**src/rtl/debounce_pkg.sv**
```systemverilog
// Shared types and helpers for the multi-channel synchroniser/debouncer.
package debounce_pkg;

  // Gray-ordered so adjacent states differ in one bit.
  typedef enum logic [1:0] {
    ST_LO     = 2'b00,
    ST_CHK_HI = 2'b01,
    ST_HI     = 2'b11,
    ST_CHK_LO = 2'b10
  } t_deb_state;

  function automatic int unsigned deb_timer_width(input int unsigned t_rise,
                                                  input int unsigned t_fall);
    int unsigned t_max;
    t_max = (t_rise > t_fall) ? t_rise : t_fall;
    return $clog2(t_max + 1);
  endfunction

endpackage

```
**src/rtl/debounce_channel.sv**
```systemverilog
// One channel: synchroniser chain, qualification FSM/timer and registered level.
// Edge-pulse flops exist only when DEBOUNCE_EDGE_PULSE_EN is defined.
module debounce_channel
  import debounce_pkg::*;
#(
  parameter int unsigned SYNC_STAGES = 2,
  parameter int unsigned T_RISE      = 20,
  parameter int unsigned T_FALL      = 20
) (
  input  logic i_clk_20mhz,
  input  logic i_rst_20mhz,
  input  logic ei_line,
  output logic o_deb,
  output logic o_rise,
  output logic o_fall
);

  localparam int unsigned   TW        = deb_timer_width(T_RISE, T_FALL);
  localparam logic [TW-1:0] RISE_LAST = TW'(T_RISE - 1);
  localparam logic [TW-1:0] FALL_LAST = TW'(T_FALL - 1);
  localparam logic [TW-1:0] TIMER_ONE = TW'(1);

  logic [SYNC_STAGES-1:0] sync_q, sync_d;
  t_deb_state             state_q, state_d;
  logic [TW-1:0]          timer_q, timer_d;
  logic                   deb_q, deb_d;
  logic                   s_sync;

  assign s_sync = sync_q[SYNC_STAGES-1];

  // Next state: timer counts qualifying samples, held at 0 in stable states.
  always_comb begin
    sync_d  = {sync_q[SYNC_STAGES-2:0], ei_line};
    state_d = state_q;
    timer_d = '0;
    case (state_q)
      ST_LO: begin
        if (s_sync) begin
          if (T_RISE == 1) begin
            state_d = ST_HI;
          end else begin
            state_d = ST_CHK_HI;
            timer_d = TIMER_ONE;
          end
        end
      end
      ST_CHK_HI: begin
        if (!s_sync)                    state_d = ST_LO;
        else if (timer_q == RISE_LAST)  state_d = ST_HI;
        else                            timer_d = timer_q + TIMER_ONE;
      end
      ST_HI: begin
        if (!s_sync) begin
          if (T_FALL == 1) begin
            state_d = ST_LO;
          end else begin
            state_d = ST_CHK_LO;
            timer_d = TIMER_ONE;
          end
        end
      end
      ST_CHK_LO: begin
        if (s_sync)                     state_d = ST_HI;
        else if (timer_q == FALL_LAST)  state_d = ST_LO;
        else                            timer_d = timer_q + TIMER_ONE;
      end
      default: state_d = ST_LO;
    endcase
    deb_d = (state_d == ST_HI) || (state_d == ST_CHK_LO);
  end

  always_ff @(posedge i_clk_20mhz) begin
    if (i_rst_20mhz) begin
      sync_q  <= '0;
      state_q <= ST_LO;
      timer_q <= '0;
      deb_q   <= 1'b0;
    end else begin
      sync_q  <= sync_d;
      state_q <= state_d;
      timer_q <= timer_d;
      deb_q   <= deb_d;
    end
  end

  assign o_deb = deb_q;

`ifdef DEBOUNCE_EDGE_PULSE_EN
  logic rise_q, rise_d;
  logic fall_q, fall_d;

  // Pulses coincide with the first cycle o_deb shows its new level.
  always_comb begin
    rise_d = deb_d & ~deb_q;
    fall_d = ~deb_d & deb_q;
  end

  always_ff @(posedge i_clk_20mhz) begin
    if (i_rst_20mhz) begin
      rise_q <= 1'b0;
      fall_q <= 1'b0;
    end else begin
      rise_q <= rise_d;
      fall_q <= fall_d;
    end
  end

  assign o_rise = rise_q;
  assign o_fall = fall_q;
`else
  assign o_rise = 1'b0;
  assign o_fall = 1'b0;
`endif

endmodule

```
**src/rtl/multi_channel_debouncer.sv**
```systemverilog
// N independent synchroniser+debouncer channels for external status lines.
// Optional edge pulses on o_rise/o_fall via DEBOUNCE_EDGE_PULSE_EN.
module multi_channel_debouncer
  import debounce_pkg::*;
#(
  parameter int unsigned NUM_CH      = 4,
  parameter int unsigned SYNC_STAGES = 2,
  parameter int unsigned T_RISE      = 20,
  parameter int unsigned T_FALL      = 20
) (
  input  logic              i_clk_20mhz,
  input  logic              i_rst_20mhz,
  input  logic [NUM_CH-1:0] ei_lines,
  output logic [NUM_CH-1:0] o_deb,
  output logic [NUM_CH-1:0] o_rise,
  output logic [NUM_CH-1:0] o_fall
);

  for (genvar i = 0; i < NUM_CH; i++) begin : g_ch
    debounce_channel #(
      .SYNC_STAGES (SYNC_STAGES),
      .T_RISE      (T_RISE),
      .T_FALL      (T_FALL)
    ) u_ch (
      .i_clk_20mhz (i_clk_20mhz),
      .i_rst_20mhz (i_rst_20mhz),
      .ei_line     (ei_lines[i]),
      .o_deb       (o_deb[i]),
      .o_rise      (o_rise[i]),
      .o_fall      (o_fall[i])
    );
  end

endmodule

```
**config.mk**
```make
export PLATFORM = sky130hd
export DESIGN_NAME = multi_channel_debouncer
export DESIGN_NICKNAME = d
export VERILOG_FILES = /design/src/rtl/debounce_pkg.sv /design/src/rtl/debounce_channel.sv /design/src/rtl/multi_channel_debouncer.sv
export SDC_FILE = /design/constraint.sdc
export NUM_CORES = 1
export LEC_CHECK = 0
export ABC_AREA = 0
export BUFFER_PORTS_ARGS = -buffer_cell sky130_fd_sc_hd__buf_2
export CAP_MARGIN = 20
export CORE_MARGIN = 3
export CORE_UTILIZATION = 55
export DETAILED_ROUTE_END_ITERATION = 6
export PLACE_DENSITY = 0.73
export RECOVER_POWER = 25
export SYNTH_ARGS = -nofsm -noshare
export SYNTH_HDL_FRONTEND = slang
export SYNTH_SLANG_ARGS = --single-unit
export TNS_END_PERCENT = 20
```
**constraint.sdc**
```tcl
create_clock -name i_clk_20mhz -period 3.1 [get_ports i_clk_20mhz]
set_input_delay 0.465 -clock i_clk_20mhz [delete_from_list [all_inputs] [get_ports i_clk_20mhz]]
set_output_delay 0.465 -clock i_clk_20mhz [all_outputs]
set_load 0.1 [all_outputs]
```
==> reports/results.ini <==
[sta]
fin_skew_ns=0.007337
finalCritPeriodShare=0.5048
rsz0062_at_grt=no
setup_viol=0
final_hold_viol_count=0
finalMaxSlewViolations=0
clock.fmax_mhz=639.1
min_period_ns=1.565
tns_ns=0

[critical_path]
path_delay_family=buffers and inverters
cp-end-kind=register
worstPathMaxFanout=28
start_kind=input pin
cp_slowest_cell=buf_2
crit_required_ns=3.33
criticalPathCategory=input pin to register
path_buf_inv=2
cp.arrival_ns=1.80
crit_chain=buf_2, inv_1, and4_1, or3_1
cpPeakStageDelay_ns=0.39

[floorplanning]
io_pins=18
design.core.area_um2=3103
dieArea_um2=4009
die_y_um=63.32
num_rows=20
dieWidth_um=63.32
initial_core_util=0.5823

[synthesis]
yosys_warnings=0
synth_area_leaders=dfxtp_1 (44%), buf_4 (5.8%), nor2b_1 (4.8%)
synth-seq-cells=40
synth.most_common_cell=dfxtp_1
syn_area_um2=1807
synth_edf_count=0
synth_cell_type_count=33
synth.yosys.seq_area_share=0.4432
synth_area_leader_cell=dfxtp_1
synth_commonest_cells=dfxtp_1 (40), inv_1 (16), buf_4 (14), nor2b_1 (14), nor2_1 (11)
postSynthCellCount=188
synth_area_per_cell_um2=9.610
ys.flop_type=dfxtp_1
synth_top_area_share=0.4432
postSynth.asyncResetShare=0

[detailed_routing]
vias=1314
antenna_left=0
drc_errors=0
totalWireLength_um=2847
drt-initial-drc-count=26
wl_per_cell_um=11.86
firstDrtPassIters=4
vias_per_cell=5.475

[global_routing]
grt_usage=0.1593
grt_max_degree=29
grt_pass1_wl_um=5154
grt_overflow=0
grt_pass1_vias=1275
antenna_found_initial=0

[power]
power_density_nw_per_um2=462.7
finalPower_mw=0.8707
power.leakage_nw=0.6748
switching_power_mw=0.2297
p_int_mw=0.6410
pwr-share-clk=0.315
p_seq_frac=0.610
p_comb_frac=0.075
swShare=0.2638
vdd_drop_max_v=0.0003420

[layout]
finalNetCount=205
antenna_cells=0
fillCellCount=285
finish.utilization=0.6065
fin_cells=240
area_growth_pct=4.155
drive_gt1_frac=0.1224

[clock_network]
postCtsSetupRepairBufs=0
worstSkewPairLatency_ns=0.34
cts_tree=yes
clock_sinks=40
ctsRootBufferMaster=clkbuf_4
clk_pin_slew_ns=0.12
htreeDepth=2
postCtsHoldBufs=0
ctsLongestPathBuffers=2
cts_buffers=5
cts_resized=0

[run_status]
status=completed

[placed_design]
io_buffers=9
dp.cells=232
dpl.hpwl_um=2091
place_congestion=0.6881

[hold_path]
hold_class=input pin to register

[run]
maxCapViolations=0

## state kept, by name (all words and copies together) (netlist names)
| name | flops |
|---|---|
| g_ch.u_ch.timer_q | 20 |
| g_ch.u_ch.sync_q | 8 |
| g_ch.u_ch.state_q | 8 |
| g_ch.u_ch.o_deb | 4 |
## worst register-to-register path, cell delays in order (launching register included)
cell,delay [ns]
dfxtp_1,0.40
ha_1,0.24
and4bb_4,0.30
a2111oi_2,0.06
or3_1,0.39
## layout make-up
| cell class | instances | area, µm² | area share |
|---|---|---|---|
| Clock buffer | 6 | 51.30 | 0.02726 |
| Clock inverter | 2 | 10.01 | 0.005319 |
| Inverter | 16 | 60.06 | 0.03191 |
| Multi-Input combinational cell | 123 | 859.6 | 0.4568 |
| Sequential cell | 40 | 800.8 | 0.4255 |
| Tap cell | 44 | 55.05 | 0.02926 |
| Timing Repair Buffer | 9 | 45.04 | 0.02394 |
## kinds of logic (layout without fill, tap and decap cells)
| family | after synthesis | count (layout) | synth area share |
|---|---|---|---|
| simple gates | 72 | 72 | 0.2611 |
| xor+xnor | 8 | 8 | 0.03878 |
| fa+ha+maj | 4 | 4 | 0.02770 |
| other cells | 1 | 8 | 0.002076 |
| buf+inv | 32 | 33 | 0.09557 |
| flops | 40 | 40 | 0.4432 |
| compound gates | 31 | 31 | 0.1316 |
## per-layer routing
layer  vias to the layer above  global-route usage  routed length [µm]
met2                        28              0.2964                1434
li1                        664                   -                   -
met3                         4             0.05348                 137
met4                         0             0.04043                  32
met1                       618              0.1713                1243
met5                         -                   0                   0
## power groups by stage
stage | logic [mW] | clock network [mW] | registers [mW]
3_3_place_gp | 0.0640 | 0 | 0.542
2_1_floorplan | 0.0697 | 0 | 0.540
4_1_cts | 0.0657 | 0.283 | 0.531
6_report | 0.0657 | 0.274 | 0.531
5_1_grt | 0.0697 | 0.303 | 0.533
3_5_place_dp | 0.0656 | 0 | 0.543
## path summary, 6_finish.rpt
| kind | start | end | slack [ns] | depth (start not counted) |
|---|---|---|---|---|
| worst min register to register | g_ch[1].u_ch.sync_q[0] | g_ch[1].u_ch.sync_q[1] | 0.45 | 1 |
| worst max register to register | g_ch[0].u_ch.timer_q[0] | g_ch[0].u_ch.timer_q[0] | 1.60 | 4 |
| worst max-delay path | i_rst_20mhz | g_ch[0].u_ch.timer_q[0] | 1.54 | 4 |
| worst min-delay path | ei_lines[3] | g_ch[3].u_ch.sync_q[0] | 0.32 | 2 |
## cells in the final DEF, fill, tap and decap left out, types with 5 or more instances in the layout
cell type	instances
dfxtp_1	40
inv_1	16
nor2b_1	14
nor2_1	11
buf_2	9
o311ai_0	8
conb_1	8
o21ai_0	7
nor3_1	5
nand2b_1	5
clkbuf_4	5
## metrics by stage
stage	hold WS, ns	area [µm²]	setup WS, ns
2_1_floorplan	0.4138	1833	1.752
3_3_place_gp	0.4192	1821	1.280
3_5_place_dp	0.4380	1821	1.192
4_1_cts	0.3093	1882	1.522
5_1_grt	0.3025	1882	1.413
6_report	0.3207	1882	1.535
Power figures use the tool's default switching activity.
